<file path="src/rtl/hamming_pkg.sv">
// Shared constants and types for the Hamming(7,4) receive path.
// Codeword layout (bit6..bit0) = {p1,p2,d3,p4,d2,d1,d0}.
package hamming_pkg;

  localparam int HAM_N = 7;
  localparam int HAM_K = 4;

  localparam int P1_BIT = 6;
  localparam int P2_BIT = 5;
  localparam int D3_BIT = 4;
  localparam int P4_BIT = 3;
  localparam int D2_BIT = 2;
  localparam int D1_BIT = 1;
  localparam int D0_BIT = 0;

  typedef logic [2:0] syndrome_t;

endpackage

</file>
<file path="src/rtl/hamming_syndrome.sv">
// Combinational Hamming(7,4) syndrome calculation and single-bit correction.
// Syndrome {s4,s2,s1} = k != 0 names Hamming position k, i.e. code bit 7-k.
module hamming_syndrome
  import hamming_pkg::*;
(
  input  logic [HAM_N-1:0] code,
  output syndrome_t        syndrome,
  output logic [HAM_K-1:0] data
);

  logic [HAM_N-1:0] fixed;

  always_comb begin
    syndrome[0] = code[P1_BIT] ^ code[D3_BIT] ^ code[D2_BIT] ^ code[D0_BIT];
    syndrome[1] = code[P2_BIT] ^ code[D3_BIT] ^ code[D1_BIT] ^ code[D0_BIT];
    syndrome[2] = code[P4_BIT] ^ code[D2_BIT] ^ code[D1_BIT] ^ code[D0_BIT];
  end

  // Decode the syndrome into a one-hot flip so every index stays constant.
  always_comb begin
    fixed = code;
    for (int k = 1; k <= HAM_N; k++) begin
      if (syndrome == 3'(k)) begin
        fixed[HAM_N-k] = ~code[HAM_N-k];
      end
    end
    data = {fixed[D3_BIT], fixed[D2_BIT], fixed[D1_BIT], fixed[D0_BIT]};
  end

endmodule

</file>
<file path="src/rtl/hamming_decoder_stream.sv">
// Streaming Hamming(7,4) decoder: two-stage valid/ready pipeline with full backpressure.
// Optional corrected-word counter enabled by defining HAM_ERR_CNT_EN.
module hamming_decoder_stream
  import hamming_pkg::*;
#(
  parameter int CNT_W = 16
) (
  input  logic             clk,
  input  logic             rst_n,
  input  logic             in_valid,
  output logic             in_ready,
  input  logic [HAM_N-1:0] in_code,
  output logic             out_valid,
  input  logic             out_ready,
  output logic [HAM_K-1:0] out_data,
  output logic             out_corrected,
  output logic [2:0]       out_syndrome,
  input  logic             err_cnt_clr,
  output logic [CNT_W-1:0] err_cnt
);

  syndrome_t        calc_syndrome;
  logic [HAM_K-1:0] calc_data;

  logic             s1_valid;
  syndrome_t        s1_syndrome;
  logic [HAM_K-1:0] s1_data;
  logic             s2_load;

  hamming_syndrome u_syndrome (
    .code     (in_code),
    .syndrome (calc_syndrome),
    .data     (calc_data)
  );

  assign s2_load  = s1_valid & (~out_valid | out_ready);
  assign in_ready = ~s1_valid | s2_load;

  // Stage 1 keeps its contents whenever in_ready is low, so a stalled word survives.
  always_ff @(posedge clk or negedge rst_n) begin
    if (!rst_n) begin
      s1_valid    <= 1'b0;
      s1_syndrome <= '0;
      s1_data     <= '0;
    end else if (in_ready) begin
      s1_valid <= in_valid;
      if (in_valid) begin
        s1_syndrome <= calc_syndrome;
        s1_data     <= calc_data;
      end
    end
  end

  always_ff @(posedge clk or negedge rst_n) begin
    if (!rst_n) begin
      out_valid     <= 1'b0;
      out_data      <= '0;
      out_corrected <= 1'b0;
      out_syndrome  <= '0;
    end else if (s2_load) begin
      out_valid     <= 1'b1;
      out_data      <= s1_data;
      out_corrected <= (s1_syndrome != '0);
      out_syndrome  <= s1_syndrome;
    end else if (out_ready) begin
      out_valid <= 1'b0;
    end
  end

`ifdef HAM_ERR_CNT_EN
  logic [CNT_W-1:0] err_cnt_q;

  // Clear has priority over a same-cycle increment; the count sticks at all-ones.
  always_ff @(posedge clk or negedge rst_n) begin
    if (!rst_n) begin
      err_cnt_q <= '0;
    end else if (err_cnt_clr) begin
      err_cnt_q <= '0;
    end else if (out_valid && out_ready && out_corrected && (err_cnt_q != '1)) begin
      err_cnt_q <= err_cnt_q + 1'b1;
    end
  end

  assign err_cnt = err_cnt_q;
`else
  logic unused_err_cnt_clr;

  assign unused_err_cnt_clr = err_cnt_clr;
  assign err_cnt            = '0;
`endif

endmodule

</file>
<file path="config.mk">
export PLATFORM = sky130hd
export DESIGN_NAME = hamming_decoder_stream
export DESIGN_NICKNAME = d
export VERILOG_FILES = /design/src/rtl/hamming_pkg.sv /design/src/rtl/hamming_syndrome.sv /design/src/rtl/hamming_decoder_stream.sv
export SDC_FILE = /design/constraint.sdc
export NUM_CORES = 1
export LEC_CHECK = 0
export ABC_CLOCK_PERIOD_IN_PS = 2400
export BUFFER_PORTS_ARGS = -buffer_cell sky130_fd_sc_hd__buf_4
export CAP_MARGIN = 15
export CELL_PAD_IN_SITES_DETAIL_PLACEMENT = 1
export CELL_PAD_IN_SITES_GLOBAL_PLACEMENT = 1
export CORE_AREA = 5 5 61 63
export CTS_CLUSTER_SIZE = 28
export DETAILED_ROUTE_END_ITERATION = 6
export DIE_AREA = 0 0 66 68
export HOLD_SLACK_MARGIN = 0.06
export PLACE_DENSITY_LB_ADDON = 0.1
export SETUP_SLACK_MARGIN = 0.1
export SLEW_MARGIN = 20
export SYNTH_ARGS = -nofsm -noshare
export SYNTH_HDL_FRONTEND = slang
export SYNTH_SLANG_ARGS = --single-unit
export TNS_END_PERCENT = 1
</file>
<file path="constraint.sdc">
create_clock -name clk -period 2.4 [get_ports clk]
set_input_delay 0.48 -clock clk [delete_from_list [all_inputs] [get_ports clk]]
set_output_delay 0.48 -clock clk [all_outputs]
set_load 0.005 [all_outputs]
</file>
==> reports/metrics.yaml <==
placed_design:
  place.gp.congestion: 0.686
  io_buffer_count: 20
  pre_cts_slack_ps: 369
  dpl.hpwl_um: 1460
synthesis:
  ys_warn_count: 0
  yosysTopAreaCellShare: 0.442
  yosysSeqAreaShare: 0.442
  yosys-top-cells-count: "dfrtp_1 (17), buf_4 (16), nand2_1 (8), mux2_2 (7), xnor2_1 (5)"
  syn_area_per_cell_um2: 11.1
  synth.area.top_cells: "dfrtp_1 (44%), buf_4 (12%), mux2_2 (8.2%)"
  ys_types: 26
  syn_area_um2: 962
  netlist_instances: 87
  ys_async_sr_fraction: 1.00
  synth.most_common_cell: "dfrtp_1"
  yosys.area.top_type: "dfrtp_1"
  synth_flop_cell: "dfrtp_1"
  synth_edf_count: 0
  synth-seq-cells: 17
critical_path:
  cp-start-kind: "input port"
  cp_max_fo: 5
  crit_chain: "buf_4 -> xnor3_2 -> xor2_2 -> or4_1 -> a31oi_1"
  endpoint_kind: "flop"
  critPathBufInv: 1
  critPathMaxStageDelay_ps: 510
  worstReg2RegEnd: "s1_data[3]$_DFFE_PN0P_"
  crit_arrival_ps: 1930
  critPathKind: "input port to flop"
  r2r_start: "out_valid$_DFFE_PN0P_"
  r2r_setup_slack_ps: 1080
  crit_family: "XOR/XNOR gates"
  crit_slowest_cell: "or4_1"
  cp_data_required_time_ps: 2620
  r2r_cells: 4
global_routing:
  grt_max_degree: 18
  grt.overflow.total: 0
  grt_antenna_before_repair: 0
  grt_use_total: 0.0860
  grt_first_pass_wirelength_um: 2880
  grt_pass1_vias: 632
clocking:
  worstSkewPairLatency_ps: 290
  clkSinkCount: 17
  clock-root-buffer: "clkbuf_4"
  ctsHtreeMaxLevel: 1
  cts_tree: "done"
  clk_pin_slew_ps: 100
  cts-buffers-inserted: 3
  clockBufferDepth: 2
detailed_routing:
  postRouteAntennaNets: 0
  dr_total_vias: 644
  wl_um: 1820
  drc: 0
  viasPerCell: 4.13
  firstDrtPassIters: 2
  wl_per_cell_um: 11.7
  initialDrtViolationCount: 6
timing:
  finalWorstSetupSlack_ps: 690
  clock-skew-final_ps: 3.41
  rsz0062_at_grt: "false"
  min_period_over_period: 0.713
  period_needed_ps: 1710
  setup_viol: 0
  drv_slew: 0
  max_freq_mhz: 585
  setup-tns-final_ps: 0
  hold_viol: 0
cells_and_area:
  fin_nets: 123
  drive_gt1_frac: 0.318
  num_antenna_cells: 0
  area_growth_pct: 18.3
floorplan:
  die_y_um: 68
  die-width_um: 66
  core_um2: 3180
  num_rows: 21
  initial_core_util: 0.303
  die_area_um2: 4490
  num_io_pins: 38
power_and_ir_drop:
  p_leak_uw: 0.000510
  powerDensity_nw_per_um2: 697
  peakVddDrop_mv: 0.131
min_path:
  hold_path.class: "input port to flop"
  hold_path_depth: 2
  holdCritStartpoint: "in_valid"
  hold-path-endpoint: "s1_valid$_DFFE_PN0P_"
run_status:
  status: "finished clean"
run:
  drv_cap: 0
[how the worst max path moves through the flow]
stage	end	slack [ps]	from	depth (start not counted)
2_1_floorplan	s1_data[1]$_DFFE_PN0P_	580	in_code[2]	4
3_3_place_gp	s1_data[2]$_DFFE_PN0P_	370	in_code[2]	5
3_5_place_dp	s1_data[1]$_DFFE_PN0P_	370	in_code[2]	5
4_1_cts	s1_data[1]$_DFFE_PN0P_	680	in_code[2]	5
5_1_grt	s1_data[3]$_DFFE_PN0P_	650	in_code[4]	5
6_report	s1_data[1]$_DFFE_PN0P_	690	in_code[2]	5
[logic make-up (layout without fill, tap and decap cells)]
family	after synthesis	count (layout)	share of synthesized area
AOI/OAI and AO/OA	13	13	0.0897
xor gates and xnor gates	10	10	0.134
buffers and inverters	17	25	0.129
DFF	17	17	0.442
muxes	7	7	0.0819
other	1	16	0.00390
and+or+nand+nor	22	22	0.120
[what timing repair did]
action | in CTS | in global routing
setup buffers | 0 | 0
setup endpoints to repair | 0 | 0
hold endpoints to repair | 17 | 0
gates resized for setup | 0 | 0
hold buffers | 1 | 0
[final cells by class]
cell class / instances / area, µm²
clock buffer: 4 / 26.3
multi-input combinational: 68 / 469
fill: 376 / 2040
sequential: 17 / 425
timing repair buffer: 21 / 160
tap: 46 / 57.6
[state kept, by name, summed over array words and instances, names as in the netlist]
| name | flops |
|---|---|
| out_data | 4 |
| s1_data | 4 |
| out_syndrome | 3 |
| s1_syndrome | 3 |
| out_corrected | 1 |
| out_valid | 1 |
| s1_valid | 1 |
[stage by stage]
step / std cells / hold WS (ps) / total power, µW / util / cell area (µm²)
after floorplan: 102 / 184 / 546 / - / 1020
after global placement: 151 / 358 / 644 / 0.347 / 1100
after detailed placement: 151 / 360 / 653 / 0.347 / 1100
after CTS: 156 / 380 / 810 / 0.358 / 1140
after global routing: 156 / 389 / 856 / 0.358 / 1140
final: 156 / 389 / 794 / 0.358 / 1140
[worst register-to-register path, stage by stage, from the launching register on]
cell and delay [ps]:
dfrtp_1 400, nand3b_1 150, nand2_1 200, a2111o_1 390, o211ai_1 90
[placed cells by master (no fill, tap or decap)]
cell           synthesis  routed
dfrtp_1               17      17
mux2_2                 7       7
or4_1                  2       2
xor2_2                 1       1
nor3_1                 1       1
o211ai_1               1       1
dlygate4sd3_1          0       1
nand2b_1               3       3
o21ai_0                4       4
xnor2_4                1       1
a31oi_1                3       3
xnor3_2                1       1
or3b_2                 1       1
a21o_2                 1       1
xor2_1                 2       2
a2111o_1               1       1
o31ai_1                2       2
nand2_1                8       8
nand3_1                1       1
conb_1                 1      16
nor2_1                 3       3
buf_4                 16      20
clkbuf_1               1       1
xnor2_1                5       5
a21oi_1                1       1
and2_1                 1       1
clkbuf_4               0       3
nand3b_1               2       2
[per-layer routing]
metal  vias up  wire, µm  GRT usage
li1        311         -          -
met1       306       788      0.105
met2        22       867      0.136
met3         5       114     0.0213
met4         0        50     0.0533
met5         -         0          0
[report_power, final]
group          switching [µW]  internal, µW
Combinational             108           140
Sequential               36.2           355
Clock                    89.6          64.7
Total                     234           560
Note: power is estimated with default switching activity, not from simulation.
